$ cat config.mk
export PLATFORM = sky130hd
export DESIGN_NAME = apb_master
export DESIGN_NICKNAME = d
export VERILOG_FILES = /design/src/rtl/apb_master.sv
export SDC_FILE = /design/constraint.sdc
export NUM_CORES = 1
export LEC_CHECK = 0
export ABC_CLOCK_PERIOD_IN_PS = 3540
export BUFFER_PORTS_ARGS = -buffer_cell sky130_fd_sc_hd__buf_2
export CORE_MARGIN = 2
export CORE_UTILIZATION = 49
export CTS_CLUSTER_DIAMETER = 80
export DETAILED_ROUTE_END_ITERATION = 8
export HOLD_SLACK_MARGIN = 0.03
export PLACE_DENSITY = 0.95
export SYNTH_ARGS = -nofsm -noshare
export SYNTH_HDL_FRONTEND = slang
export SYNTH_SLANG_ARGS = --single-unit
$ cat constraint.sdc
create_clock -name pclk -period 3.54 [get_ports pclk]
set_input_delay 0.531 -clock pclk [delete_from_list [all_inputs] [get_ports pclk]]
set_output_delay 0.531 -clock pclk [all_outputs]
set_load 0.05 [all_outputs]
$ cat src/rtl/apb_master.sv
// apb_master: single-outstanding APB requester.
// Accepts one command on a valid/ready handshake, runs an APB SETUP/ACCESS
// transfer, and presents the result on a valid/ready response port.
//
// Parameters
//   ADDR_W  : APB address width
//   DATA_W  : APB data width
//   TIMEOUT : max ACCESS cycles before a forced error (0 disables, max 255)
//
// Ports
//   pclk, presetn                 : clock, async active-low reset
//   cmd_valid/cmd_ready           : command handshake
//   cmd_write/cmd_addr/cmd_wdata  : command payload
//   rsp_valid/rsp_ready           : response handshake
//   rsp_rdata/rsp_err             : response payload
//   psel/penable/pwrite/paddr/pwdata : APB request
//   prdata/pready/pslverr         : APB completer response
module apb_master #(
  parameter int unsigned ADDR_W  = 32,
  parameter int unsigned DATA_W  = 32,
  parameter int unsigned TIMEOUT = 16
) (
  input  logic              pclk,
  input  logic              presetn,
  input  logic              cmd_valid,
  output logic              cmd_ready,
  input  logic              cmd_write,
  input  logic [ADDR_W-1:0] cmd_addr,
  input  logic [DATA_W-1:0] cmd_wdata,
  output logic              rsp_valid,
  input  logic              rsp_ready,
  output logic [DATA_W-1:0] rsp_rdata,
  output logic              rsp_err,
  output logic              psel,
  output logic              penable,
  output logic              pwrite,
  output logic [ADDR_W-1:0] paddr,
  output logic [DATA_W-1:0] pwdata,
  input  logic [DATA_W-1:0] prdata,
  input  logic              pready,
  input  logic              pslverr
);

  typedef enum logic [1:0] {
    S_IDLE,
    S_SETUP,
    S_ACCESS,
    S_RESP
  } state_e;

  // Counter compare value; only meaningful when TIMEOUT != 0.
  localparam logic [7:0] TLIMIT = 8'(TIMEOUT - 1);

  state_e              state_q;
  logic [7:0]          tcnt_q;
  logic                pwrite_q;
  logic [ADDR_W-1:0]   paddr_q;
  logic [DATA_W-1:0]   pwdata_q;
  logic [DATA_W-1:0]   rsp_rdata_q;
  logic                rsp_err_q;
  logic                timeout_hit;

  assign timeout_hit = (TIMEOUT != 0) && (tcnt_q == TLIMIT);

  always_ff @(posedge pclk or negedge presetn) begin
    if (!presetn) begin
      state_q     <= S_IDLE;
      tcnt_q      <= '0;
      pwrite_q    <= 1'b0;
      paddr_q     <= '0;
      pwdata_q    <= '0;
      rsp_rdata_q <= '0;
      rsp_err_q   <= 1'b0;
    end else begin
      case (state_q)
        S_IDLE: begin
          if (cmd_valid) begin
            pwrite_q <= cmd_write;
            paddr_q  <= cmd_addr;
            pwdata_q <= cmd_wdata;
            tcnt_q   <= '0;
            state_q  <= S_SETUP;
          end
        end
        S_SETUP: begin
          state_q <= S_ACCESS;
        end
        S_ACCESS: begin
          // pready wins over a timeout expiring in the same cycle.
          if (pready) begin
            rsp_rdata_q <= pwrite_q ? '0 : prdata;
            rsp_err_q   <= pslverr;
            state_q     <= S_RESP;
          end else if (timeout_hit) begin
            rsp_rdata_q <= '0;
            rsp_err_q   <= 1'b1;
            state_q     <= S_RESP;
          end else begin
            tcnt_q <= tcnt_q + 8'd1;
          end
        end
        S_RESP: begin
          if (rsp_ready) begin
            state_q <= S_IDLE;
          end
        end
        default: state_q <= S_IDLE;
      endcase
    end
  end

  // Control strobes decoded straight from the registered state.
  assign cmd_ready = (state_q == S_IDLE);
  assign psel      = (state_q == S_SETUP) || (state_q == S_ACCESS);
  assign penable   = (state_q == S_ACCESS);
  assign rsp_valid = (state_q == S_RESP);
  assign pwrite    = pwrite_q;
  assign paddr     = paddr_q;
  assign pwdata    = pwdata_q;
  assign rsp_rdata = rsp_rdata_q;
  assign rsp_err   = rsp_err_q;

endmodule

==> Word level (Yosys, flattened, before mapping) <==
Cells that the tools add are included.
{ "classes": {"div": 0, "mux": 14, "mul": 0, "eq_ne": 9, "n_addsub": 1, "n_shift": 0, "order_cmp": 0, "n_bitwise": 0, "n_reduce_logical": 8} }
{ "ops": {"columns": ["operator", "n"], "rows": [
  ["two-way mux 32 bit", 3],
  ["two-way mux 8 bit", 3],
  ["one-hot mux 8 bit (2 select lines)", 1],
  ["adder 8 x 1 -> 8 bit, second input constant", 1],
  ["equality test 8 x 4 -> 1 bit, second input constant", 1],
  ["two-way mux 2 bit", 4],
  ["one-hot mux 2 bit (4 select lines)", 1],
  ["!= test 2 bit, second input constant", 3],
  ["equality test 2 bit, second input constant", 2],
  ["AND reduction 2 bit", 2],
  ["AND reduction 4 bit", 1],
  ["nonzero test 2 bit", 2],
  ["!= test 3 x 1 -> 1 bit, second input constant", 1],
  ["AND reduction 3 bit", 1],
  ["equality test 2 x 1 -> 1 bit, second input constant", 1],
  ["logical NOT 2 bit", 1],
  ["two-way mux 1 bit", 2],
  ["!= test 2 x 1 -> 1 bit, second input constant", 1],
  ["logical OR 1 bit", 1]
]} }
{ "word_totals": {"ramBits": 0, "latch_bits": 0, "n_memories": 0, "output_inout_bits": 102, "reg_bits": 108, "rom_bits": 0, "elab_cells": 39} }

==> Logic depth before layout (Yosys ltp) <==
{ "logic_depth": {"depth_word": 4, "mapped_depth": 7, "depth_no_buf": 6} }

==> Worst setup path after synthesis <==
OpenSTA, ideal clock, no wires.
{ "synth_timing": {"path_type": "reg-to-reg", "start": "reg state_q[0]", "end": "reg paddr_q[0], in the netlist paddr[0]", "arrival_ns": 2.000, "slack_ns": 1.416, "path_stages_with_launch": 7, "setup_ns": 0.125, "path_cell_list": "dfrtp_1 > inv_1 > ha_1 > nand2_1 > clkbuf_1 > clkbuf_1 > mux2_2"} }
{ "synth_via": {"elab_chain_len": 2} }
{ "synth_rtl": {"columns": ["element", "line", "text"], "rows": [
  ["start, declared", "54", "state_e state_q;"],
  ["start signal, assigned", "67", "state_q <= S_IDLE;"],
  ["start signal, assigned", "82", "state_q <= S_SETUP;"],
  ["start signal, assigned", "86", "state_q <= S_ACCESS;"],
  ["logical NOT 2 bit", null, null],
  ["named net cmd_ready", "26", "output logic cmd_ready,"],
  ["AND reduction 2 bit (no line)", null, null],
  ["end signal, assigned", "79", "paddr_q <= cmd_addr;"],
  ["end, declared", "57", "logic [ADDR_W-1:0] paddr_q;"]
]} }
The timed path passes the listed nets, and every way through them passes these cells.
A chain may end at the register's enable or synchronous reset.

==> Worst setup path in the final report <==
{ "layout_timing": {"start": "reg state_q[0]", "end": "out penable"} }
{ "layout_via": {"elab_chain_len": 1} }
{ "layout_rtl": {"columns": ["element", "line", "text"], "rows": [
  ["equality test 2 bit", "115", "assign penable = (state_q == S_ACCESS);"],
  ["end, declared", "35", "output logic penable,"]
]} }
Every way passes these cells.

==> flow_metrics.tcl <==
set metrics [dict create \
    cap_violations 0 \
    netlist_area_um2 4210 \
    hold_viol 0 \
    rows 33 \
    outcome "completed" \
    pre_cts_slack_ns 1.33 \
    grt_use_met3 0.0650 \
    drt_first_pass_iters 4 \
    die_w_um 96.7 \
    io_buffers 204 \
    max-slew-margin-rel 0.450 \
    grt_use_met1 0.246 \
    coreArea_um2 8260 \
    grt_pass1_wl_um 16100 \
    clockBufferDepth 2 \
    wire_per_inst_um 16.4 \
    slew_viol_final 0 \
    fin_crit_ns 2.29 \
    syn_avg_cell_area_um2 14.8 \
    r2r_slack_ns 1.31 \
    layout-drive-gt1-share 0.598 \
    reg2reg_from "state_q[0]" \
    cp.arrival_ns 1.76 \
    setup_violations 0 \
    routed_wl_um 9830 \
    grt-ovfl-total 0 \
    grt_pass1_vias 3323 \
    clk_latency_ns 0.35 \
    htree_levels 3 \
    num-nets-final 596 \
    timing.rr.end "paddr[13]" \
    yosysWarnings 0 \
    ant_nets 0 \
    tritoncts "built" \
    die_area_um2 9340 \
    postSynth.asyncResetShare 1.00 \
    reg2regPathDepth 5 \
    antenna_found_initial 0 \
    ys_ff_latch 108 \
    grt.met2_usage 0.381 \
    hpwlAfterDp_um 7510 \
    fmax_ghz 0.437 \
    hold_path.class "input pin to async pin" \
    postCtsSetupBuffers 0 \
    clk_transition_reported_paths_ns 0.10 \
    netlist_instances 285 \
    clock_skew_ns 0.0162 \
    start_util 0.509 \
    ctsResizeCount 0 \
    critPathCaptureType "output port" \
    path_class "flop to output port" \
    via_per_inst 5.26 \
    cts-root-buf "clkbuf_8" \
    syn_to_final_growth_pct 30.2 \
    worstPathMaxFanout 18 \
    drc 0 \
    gr-max-usage-layer "met2" \
    grt_setup_unrepaired "no" \
    grt_usage 0.211 \
    diodes 0 \
    synth_ff_type "dfrtp_1" \
    io_pins 205 \
    synth-edff-count 0 \
    route.vias.total 3146 \
    globalplace.congestion 0.862 \
    worstMarginPinSlew_ns 0.825 \
    hold_buffers 0 \
    start_kind "flop" \
    numCtsBuffers 9 \
    cts.sinks 108 \
    worstPathRequired_ns 3.01 \
    drt_first_iter_violations 72 \
    syn_nets 392 \
    die_h_um 96.7 \
    fin_crit_sh 0.647 \
    synth_seq_area_share 0.642 \
    grt_max_degree 69 \
    fin_tns_setup_ns 0 \
    ys_types 30 \
    setup_slack_ns 1.25 \
]
routing by layer:
layer  vias to the layer above  share of wire
li1                       1442              -
met1                      1553           0.38
met2                       140           0.54
met3                        11          0.070
met4                         0          0.010
met5                         -              0
final cells by class:
class / instances / area (um2)
Fill cell: 612 / 2780
Tap cell: 105 / 131
Clock inverter: 5 / 37.5
Clock buffer: 10 / 128
Timing Repair Buffer: 209 / 1060
Sequential cell: 108 / 2700
Inverter: 6 / 22.5
Multi-Input combinational cell: 155 / 1400
placed cells by master, fill, tap and decap left out, drive strengths merged, types with 2 or more instances in the layout:
cell type  Yosys  layout
a21oi          4       4
clkinvlp       0       2
clkbuf        12      10
nand3          3       3
clkinv         0       2
mux2          67      67
ha             4       4
or3            2       2
dfrtp        108     108
buf            4     209
o21ai         10      10
nand2b         3       3
nand2          8       8
nor2           4       4
nand4          3       3
a22o          33      33
inv            6       7
synthesized netlist by cell type (2+ instances only):
library cell / n / area (um2)
a21oi_1: 4 / 20.0
a22o_1: 33 / 289
buf_6: 4 / 45.0
clkbuf_1: 12 / 45.0
dfrtp_1: 108 / 2700
ha_1: 4 / 50.1
inv_1: 6 / 22.5
mux2_2: 67 / 754
nand2_1: 8 / 30.0
nand2b_1: 2 / 12.5
nand3_1: 3 / 15.0
nand4_1: 3 / 18.8
nor2_1: 4 / 15.0
o21ai_0: 10 / 50.1
or3_1: 2 / 12.5
flip-flops by register name (all words and copies together) (netlist names):
| register | cells |
|---|---|
| paddr | 32 |
| pwdata | 32 |
| rsp_rdata | 32 |
| tcnt_q | 8 |
| state_q | 2 |
| pwrite | 1 |
| rsp_err | 1 |
cell families after synthesis:
group                      Yosys count  synth area share
DFF                                108             0.642
and+or+nand+nor                     31            0.0422
AOI/OAI and AO/OA                   53            0.0973
muxes                               67             0.179
buffers and inverters               22            0.0268
adders and majority gates            4            0.0119
metrics by stage:
stage	instance area [um2]	hold slack, ns	util	instances
floorplan	4210	0.235	-	285
global placement	5310	0.481	0.643	583
detailed placement	5310	0.486	0.643	583
CTS	5480	0.287	0.663	598
global route	5480	0.326	0.663	598
finish	5480	0.247	0.663	598
worst max-delay path: stages (launching register included):
cell     delay, ns
dfrtp_1       0.41
inv_1         0.09
ha_1          0.53
buf_2         0.38
worst max-delay path by stage:
stage          cells after the start        from  slack [ns]        end
6_report                           3  state_q[0]        1.25    penable
5_1_grt                            3  state_q[0]        1.09    penable
4_1_cts                            3  state_q[0]        1.23    penable
3_5_place_dp                       5  state_q[0]        1.33  pwdata[9]
3_3_place_gp                       5  state_q[0]        1.45  pwdata[1]
2_1_floorplan                      6  state_q[0]        1.42   paddr[0]
Power is not shown: default switching activity piles up to over one toggle a cycle in this logic, so the estimate is an artifact.
